===== src/rtl/tap_tempo_m.sv =====
// tap_tempo_m: tap-tempo meter. A debounced push-button is timed between
// rising edges, and the interval is converted to beats per minute with a
// 32-cycle restoring divider (bpm = floor(60*CLK_HZ / interval)).
// Build option: define TAP_TEMPO_AVG_EN to divide by the mean of the last
// four accepted intervals instead of the single latest interval.
// Output protocol: bpm_valid is a one-cycle strobe with no ready/back-pressure;
// bpm is stable from that cycle until the next strobe, and holds across timeouts.
module tap_tempo_m #(
  parameter int unsigned CLK_HZ          = 50000000,
  parameter int unsigned BPM_MIN         = 30,
  parameter int unsigned BPM_MAX         = 250,
  parameter int unsigned DEBOUNCE_CYCLES = 500000
) (
  input  logic       clk,
  input  logic       rst_n,
  input  logic       tap,
  output logic [7:0] bpm,
  output logic       bpm_valid,
  output logic       locked,
  output logic       busy,
  output logic [1:0] dbg_state
);

  localparam logic [31:0] K       = 32'(64'(CLK_HZ) * 64'd60);
  localparam logic [31:0] MIN_INT = K / BPM_MAX;
  localparam logic [31:0] MAX_INT = K / BPM_MIN;
  localparam int          DB_W    = (DEBOUNCE_CYCLES > 1) ? $clog2(DEBOUNCE_CYCLES) : 1;
  localparam logic [DB_W-1:0] DB_LAST = DB_W'(DEBOUNCE_CYCLES - 1);

  typedef enum logic [1:0] {
    S_IDLE  = 2'd0,
    S_COUNT = 2'd1,
    S_DIV   = 2'd2
  } state_t;

  state_t            r_state;
  state_t            w_state_nxt;
  logic              r_sync1, r_sync2;
  logic              r_db, r_db_prev;
  logic [DB_W-1:0]   r_db_cnt;
  logic [31:0]       r_cnt;
  logic [31:0]       r_div;
  logic [31:0]       r_quo;
  logic [31:0]       r_rem;
  logic [4:0]        r_iter;
  logic              w_tap_evt;
  logic              w_timeout;
  logic              w_accept;
  logic              w_start_div;
  logic              w_div_last;
  logic [31:0]       w_divisor;
  logic [32:0]       w_rem_sh;
  logic              w_fits;
  logic [31:0]       w_diff;
  logic [31:0]       w_rem_nxt;
  logic [31:0]       w_quo_nxt;

  // Two-flop synchronizer for the raw asynchronous button.
  always_ff @(posedge clk or negedge rst_n) begin
    if (!rst_n) begin
      r_sync1 <= 1'b0;
      r_sync2 <= 1'b0;
    end else begin
      r_sync1 <= tap;
      r_sync2 <= r_sync1;
    end
  end

  // Debouncer: flip the level only after DEBOUNCE_CYCLES consecutive disagreeing cycles.
  always_ff @(posedge clk or negedge rst_n) begin
    if (!rst_n) begin
      r_db      <= 1'b0;
      r_db_prev <= 1'b0;
      r_db_cnt  <= '0;
    end else begin
      r_db_prev <= r_db;
      if (r_sync2 != r_db) begin
        if (r_db_cnt == DB_LAST) begin
          r_db     <= r_sync2;
          r_db_cnt <= '0;
        end else begin
          r_db_cnt <= r_db_cnt + DB_W'(1);
        end
      end else begin
        r_db_cnt <= '0;
      end
    end
  end

  assign w_tap_evt  = r_db & ~r_db_prev;
  // Timeout outranks any tap arriving in the same cycle.
  assign w_timeout  = (r_state == S_COUNT) && (r_cnt > MAX_INT);
  assign w_accept   = (r_state == S_COUNT) && w_tap_evt && !w_timeout && (r_cnt >= MIN_INT);
  assign w_div_last = (r_state == S_DIV) && (r_iter == 5'd31);

`ifdef TAP_TEMPO_AVG_EN
  // The three previous accepted intervals; the incoming interval is the fourth entry.
  logic [31:0] r_hist [0:2];
  logic [1:0]  r_hist_cnt;
  logic [33:0] w_sum;

  assign w_sum       = {2'b00, r_hist[0]} + {2'b00, r_hist[1]} +
                       {2'b00, r_hist[2]} + {2'b00, r_cnt};
  assign w_divisor   = w_sum[33:2];
  assign w_start_div = w_accept && (r_hist_cnt == 2'd3);

  // History shift register, emptied on timeout so a fresh sequence refills it.
  always_ff @(posedge clk or negedge rst_n) begin
    if (!rst_n) begin
      for (int i = 0; i < 3; i++) r_hist[i] <= '0;
      r_hist_cnt <= 2'd0;
    end else if (w_timeout) begin
      r_hist_cnt <= 2'd0;
    end else if (w_accept) begin
      r_hist[2] <= r_hist[1];
      r_hist[1] <= r_hist[0];
      r_hist[0] <= r_cnt;
      if (r_hist_cnt != 2'd3) r_hist_cnt <= r_hist_cnt + 2'd1;
    end
  end
`else
  assign w_divisor   = r_cnt;
  assign w_start_div = w_accept;
`endif

  // FSM state register.
  always_ff @(posedge clk or negedge rst_n) begin
    if (!rst_n) r_state <= S_IDLE;
    else        r_state <= w_state_nxt;
  end

  // FSM next-state logic.
  always_comb begin
    w_state_nxt = r_state;
    case (r_state)
      S_IDLE:  if (w_tap_evt) w_state_nxt = S_COUNT;
      S_COUNT: begin
        if (w_timeout)        w_state_nxt = S_IDLE;
        else if (w_start_div) w_state_nxt = S_DIV;
      end
      S_DIV:   if (w_div_last) w_state_nxt = S_COUNT;
      default: w_state_nxt = S_IDLE;
    endcase
  end

  // Interval counter: saturating, keeps running through DIV so the next interval is timed.
  always_ff @(posedge clk or negedge rst_n) begin
    if (!rst_n) begin
      r_cnt <= '0;
    end else begin
      case (r_state)
        S_COUNT: begin
          if (w_timeout || w_accept) r_cnt <= '0;
          else if (r_cnt != '1)      r_cnt <= r_cnt + 32'd1;
        end
        S_DIV:   if (r_cnt != '1) r_cnt <= r_cnt + 32'd1;
        default: r_cnt <= '0;
      endcase
    end
  end

  // One restoring-divide step: remainder never exceeds 32 bits because it stays below the divisor.
  assign w_rem_sh  = {r_rem, r_quo[31]};
  assign w_fits    = (w_rem_sh >= {1'b0, r_div});
  assign w_diff    = w_rem_sh[31:0] - r_div;
  assign w_rem_nxt = w_fits ? w_diff : w_rem_sh[31:0];
  assign w_quo_nxt = {r_quo[30:0], w_fits};

  // Divider registers: loaded when an interval is accepted, stepped once per DIV cycle.
  always_ff @(posedge clk or negedge rst_n) begin
    if (!rst_n) begin
      r_div  <= '0;
      r_quo  <= '0;
      r_rem  <= '0;
      r_iter <= '0;
    end else if (w_start_div) begin
      r_div  <= w_divisor;
      r_quo  <= K;
      r_rem  <= '0;
      r_iter <= '0;
    end else if (r_state == S_DIV) begin
      r_quo  <= w_quo_nxt;
      r_rem  <= w_rem_nxt;
      r_iter <= r_iter + 5'd1;
    end
  end

  // Result registers: bpm and lock update on the final divide step; timeout only drops lock.
  always_ff @(posedge clk or negedge rst_n) begin
    if (!rst_n) begin
      bpm       <= '0;
      bpm_valid <= 1'b0;
      locked    <= 1'b0;
    end else begin
      bpm_valid <= 1'b0;
      if (w_div_last) begin
        bpm       <= w_quo_nxt[7:0];
        bpm_valid <= 1'b1;
        locked    <= 1'b1;
      end else if (w_timeout) begin
        locked <= 1'b0;
      end
    end
  end

  assign busy      = (r_state == S_DIV);
  assign dbg_state = r_state;

endmodule


===== config.mk =====
export PLATFORM = sky130hd
export DESIGN_NAME = tap_tempo_m
export DESIGN_NICKNAME = d
export VERILOG_FILES = /design/src/rtl/tap_tempo_m.sv
export SDC_FILE = /design/constraint.sdc
export NUM_CORES = 1
export LEC_CHECK = 0
export BUFFER_PORTS_ARGS = -buffer_cell sky130_fd_sc_hd__clkbuf_2
export CORE_UTILIZATION = 27
export CTS_BUF_LIST = sky130_fd_sc_hd__clkbuf_2
export DETAILED_ROUTE_END_ITERATION = 7
export GPL_TIMING_DRIVEN = 0
export PLACE_DENSITY = 0.51
export SLEW_MARGIN = 10
export SYNTH_ARGS = -nofsm -noshare
export SYNTH_HDL_FRONTEND = slang
export SYNTH_SLANG_ARGS = --single-unit
export TNS_END_PERCENT = 1

===== constraint.sdc =====
create_clock -name clk -period 6.69 [get_ports clk]
set_input_delay 1.0035 -clock clk [delete_from_list [all_inputs] [get_ports clk]]
set_output_delay 1.0035 -clock clk [all_outputs]
set_load 0.1 [all_outputs]

After elaboration in Yosys (flattened, before gate mapping)
Cells that the tools add are included.
- flip-flop bits (word level): 168
- bits of input ports: 3
- word-level logic and storage cells: 64
- $add $sub $neg: 4
- order comparisons: 3
- equality and inequality tests: 9
- mux-type cells: 20
- bitwise logic cells: 2
- reductions and logical operators: 12
- operators with widths (operator ; number):
    two-way mux 32 bit ; 7
    one-hot mux 32 bit (2 select lines) ; 1
    two-way mux 19 bit ; 2
    greater-or-equal comparator 33 x 32 -> 1 bit ; 1
    adder 32 x 1 -> 32 bit, second input constant ; 1
    greater-or-equal comparator 32 x 24 -> 1 bit, second input constant ; 1
    > comparator 32 x 27 -> 1 bit, second input constant ; 1
    != test 32 bit, second input constant ; 1
    subtractor 32 bit ; 1
    adder 19 x 1 -> 19 bit, second input constant ; 1
    == test 19 bit, second input constant ; 1
    two-way mux 5 bit ; 2
    two-way mux 2 bit ; 4
    one-hot mux 2 bit (3 select lines) ; 1
    adder 5 x 1 -> 5 bit, second input constant ; 1
    == test 5 bit, second input constant ; 1
    logical AND 1 bit ; 5
    nonzero test 2 bit ; 2
    two-way mux 1 bit ; 3
    != test 3 bit, second input constant ; 1
    AND reduction 3 bit ; 1
    == test 2 x 1 -> 1 bit, second input constant ; 1
    == test 2 bit, second input constant ; 1
    logical NOT 2 bit ; 1
    8 further kinds ; 8

Logic depth before layout (Yosys ltp)
- word-level depth: 8
- mapped depth: 12

Least setup slack after synthesis
No wires, ideal clock.
- path type: register to register
- start: register r_state[1], in the netlist dbg_state[1]
- end: register r_quo[10]
- setup time: 0.123 ns
- data arrival time: 3.193 ns
- setup slack: 3.374 ns
- cell stages (with the launch flop): 7
- path buffers: 3
- period minus slack after synthesis: 3.316 ns
- path through: dfrtp_1 -> ha_1 -> clkbuf_1 -> clkbuf_1 -> clkbuf_1 -> mux2i_1 -> nand2_1
- elaborated cells between the ends (all ways): 9
- classes of those cells: eq/ne (2); mux (1); reduce/logical (6)
- RTL lines (element ; RTL line ; RTL):
    from (decl) ; 36 ; state_t r_state;
    from (signal assigned) ; 129 ; else r_state <= w_state_nxt;
    == test 2 bit ; n/a ;
    named net busy ; 20 ; output logic busy,
    nonzero test 2 bit (no source line) ; n/a ;
    to (signal assigned) ; 182 ; r_quo <= w_quo_nxt;
    to (decl) ; 43 ; logic [31:0] r_quo;
The timed path passes the listed nets, and every way through them passes these cells.
A chain may end at the register's enable or synchronous reset.

Worst setup path after layout
- start: register r_state[0], in the netlist dbg_state[0]
- end: output port busy
- word-level cells in the longest chain between the ends: 1
- ends and longest elaborated chain (element ; RTL line ; RTL):
    == test 2 bit ; 206 ; assign busy = (r_state == S_DIV);
    to (decl) ; 20 ;
Every way passes these cells.

==> results.sh <==
export IMPL_synth_net_count=1068
export IMPL_synth_area_um2=9700
export IMPL_cts_made_buffers=17
export IMPL_critPathBufInv=2
export IMPL_slowest_stage="clkbuf_2"
export IMPL_async_flop_share_pct=100
export IMPL_clock_sinks=168
export IMPL_drt_total_wl_um=24500
export IMPL_port_buffers=15
export IMPL_cp_start_kind="flop"
export IMPL_setup_violations=0
export IMPL_final_cells=1533
export IMPL_die_w_um=192
export IMPL_start_util_pct=27.3
export IMPL_gp_congestion=0.881
export IMPL_min_period_over_period_pct=46.9
export IMPL_p_leak_nw=4.59
export IMPL_place_ws_ns=3.65
export IMPL_syn2layout_area_growth_pct=9.31
export IMPL_first_iter_violations=380
export IMPL_status="finished with violations"
export IMPL_hold_class="in2async"
export IMPL_drv_slew=0
export IMPL_seq_area_um2=4200
export IMPL_crit_type="reg2out"
export IMPL_n_fill_cell=3762
export IMPL_peakVddDrop_mv=0.131
export IMPL_clk_pin_slew_ns=0.24
export IMPL_syn_inst=1023
export IMPL_post_cts_setup_buffers=0
export IMPL_hold_viol=0
export IMPL_rrSetupSlack_ns=3.58
export IMPL_cts_path_max_buffers=2
export IMPL_grt_util_all_layers_pct=13.9
export IMPL_ys_warn_count=0
export IMPL_pwr_share_seq_pct=65.0
export IMPL_antenna_left=0
export IMPL_violations="DRC"
export IMPL_grt_max_degree=93
export IMPL_antenna_found_initial=1
export IMPL_holdBufCountCts=0
export IMPL_top_level_ports=16
export IMPL_multiInputGateArea_um2=5000
export IMPL_cts_resized=0
export IMPL_worstPathArrival_ns=2.13
export IMPL_grt_ovfl_total=0
export IMPL_rsz0062_at_grt="no"
export IMPL_crit_family="buffers and inverters"
export IMPL_cp_cell_sequence="inv_1 > ha_1 > clkbuf_2"
export IMPL_p_int_mw=1.16
export IMPL_dr_pass1_iters=7
export IMPL_worst_pin_slew_ns=0.905
export IMPL_die_h_um=192
export IMPL_routed_via_count=7290
export IMPL_fin_ws_ns=3.55
export IMPL_clock_skew_ns=0.0371
export IMPL_utilization_pct=29.9
export IMPL_dp_hpwl_um=17600
export IMPL_cp_end_kind="output port"
export IMPL_max_cap_viol_count=0
export IMPL_post_place_cells=1500
export IMPL_synth_flop_cell="dfrtp_1"
export IMPL_layout_nets=1103
export IMPL_rows=69
export IMPL_insertion_delay_ns=0.79
export IMPL_clock_power_share_pct=33.3
export IMPL_syn_area_per_cell_um2=9.48
export IMPL_synth_edff_count=0
export IMPL_p_sw_share_pct=26.0
export IMPL_drive_gt1_share_pct=12.7
export IMPL_finalWorstPathRequiredPeriod_ns=3.14
export IMPL_yosysSeqAreaShare_pct=43.3
export IMPL_grt_pass1_wl_um=39600
export IMPL_cts_htree_levels=4
export IMPL_timing_fmax_mhz=319
export IMPL_worstPathRequired_ns=5.69
export IMPL_p_per_area_nw_per_um2=148
export IMPL_wl_per_cell_um=16.0
export IMPL_yosysUniqueCellTypes=67
export IMPL_dieArea_um2=36700
export IMPL_critPathMaxFanout=5
export IMPL_avgViaCountPerCell=4.76
export IMPL_fin_hold_ws_ns=0.215
export IMPL_cts_tree="yes"
export IMPL_finalSetupTns_ns=0
export IMPL_power_frac_comb_pct=1.8
export IMPL_synth_seq_cells=168
export IMPL_cts_root_buf="clkbuf_2"
export IMPL_grt_pass1_vias=7178
export IMPL_power_switching_mw=0.409
export IMPL_slowest_delay_ns=0.50
export IMPL_core_area_um2=35500
export IMPL_maxSlewHeadroom_pct=39.7
export IMPL_drc_errors=2
## sequential cells by signal (all words and copies together), names as in the netlist, 2 cells and up
| name | cells |
|---|---|
| r_cnt | 32 |
| r_div | 32 |
| r_quo | 32 |
| r_rem | 32 |
| r_db_cnt | 19 |
| bpm | 8 |
| r_iter | 5 |
| dbg_state | 2 |
## logic make-up (layout without fill, tap and decap cells)
family	after synthesis	in the layout	share of synthesized area, %
AND/OR/NAND/NOR	358	358	17.5
AO/OA/AOI/OAI	216	216	15.5
flip-flops	168	168	43.3
buffers and inverters	105	153	5.18
XOR/XNOR	72	72	6.50
multiplexers	62	62	6.51
adder cells (fa/ha/maj)	42	42	5.49
other	0	1	0
## power by group through the flow
stage               Combinational [mW]  Clock (mW)  Sequential [mW]
finish                          0.0278       0.523             1.02
global route                    0.0337       0.587             1.02
CTS                             0.0301       0.552             1.02
detailed placement              0.0300           0             1.04
global placement                0.0274           0             1.04
floorplan                      0.00424           0             1.04
## cells in the mapped netlist (all sizes together), types with 5 or more instances
cell	number	share of area, %
a211oi	22	2.6
a21o	10	0.77
a21oi	70	4.0
a31oi	12	0.93
and2	7	0.45
and3	20	1.3
and4	7	0.63
buf	28	2.2
clkbuf	20	0.79
dfrtp	168	43
ha	41	5.3
inv	56	2.2
mux2	9	1.0
mux2i	53	5.5
nand2	93	3.6
nand2b	5	0.32
nand3	26	1.3
nand4	16	1.0
nor2	131	5.1
nor2b	11	0.71
nor3	17	0.98
o211ai	8	0.62
o21ai	63	3.6
or2	6	0.41
xnor2	39	3.5
xor2	33	3.0
## final cells by class
| cell class | count | area share (%) |
|---|---|---|
| antenna | 1 | 0.0236 |
| buffer | 48 | 2.73 |
| clock buffer | 18 | 0.849 |
| clock inverter | 14 | 1.16 |
| inverter | 57 | 2.02 |
| multi-input combinational | 750 | 47.1 |
| sequential | 168 | 39.6 |
| tap | 461 | 5.44 |
| timing repair buffer | 16 | 1.05 |
## routing by layer
layer	track usage [%]	wire [um]
met1	19.5	12300
met2	21.6	11000
met3	2.54	793
met4	4.46	415
met5	0	0
## per-stage QoR
stage	area (um2)	power [mW]
after floorplan	9700	1.04
after global placement	10400	1.07
after detailed placement	10400	1.07
after CTS	10600	1.60
after global routing	10600	1.64
final	10600	1.57
## final timing paths
path                                           from                     to  depth (start not counted)
setup / recovery           dbg_state[0]$_DFFE_PN0P_                   busy                          3
hold / removal                                rst_n  r_rem[23]$_DFFE_PN0P_                          1
setup reg to reg               r_rem[3]$_DFFE_PN0P_  r_rem[28]$_DFFE_PN0P_                         10
hold reg to reg                   r_sync1$_DFF_PN0_      r_sync2$_DFF_PN0_                          0
max in group asynchronous                     rst_n  r_div[11]$_DFFE_PN0N_                          2
min in group clk                                tap      r_sync1$_DFF_PN0_                          1
## layout by cell type (no fill, tap or decap), drive strengths merged, types with 20 or more instances in the layout
cell type and n:
dfrtp 168, nor2 131, nand2 93, a21oi 70
o21ai 63, inv 61, mux2i 53, clkbuf 53
ha 41, xnor2 39, xor2 33, buf 29
nand3 26, a211oi 22, and3 20
Power figures use the tool's default switching activity.
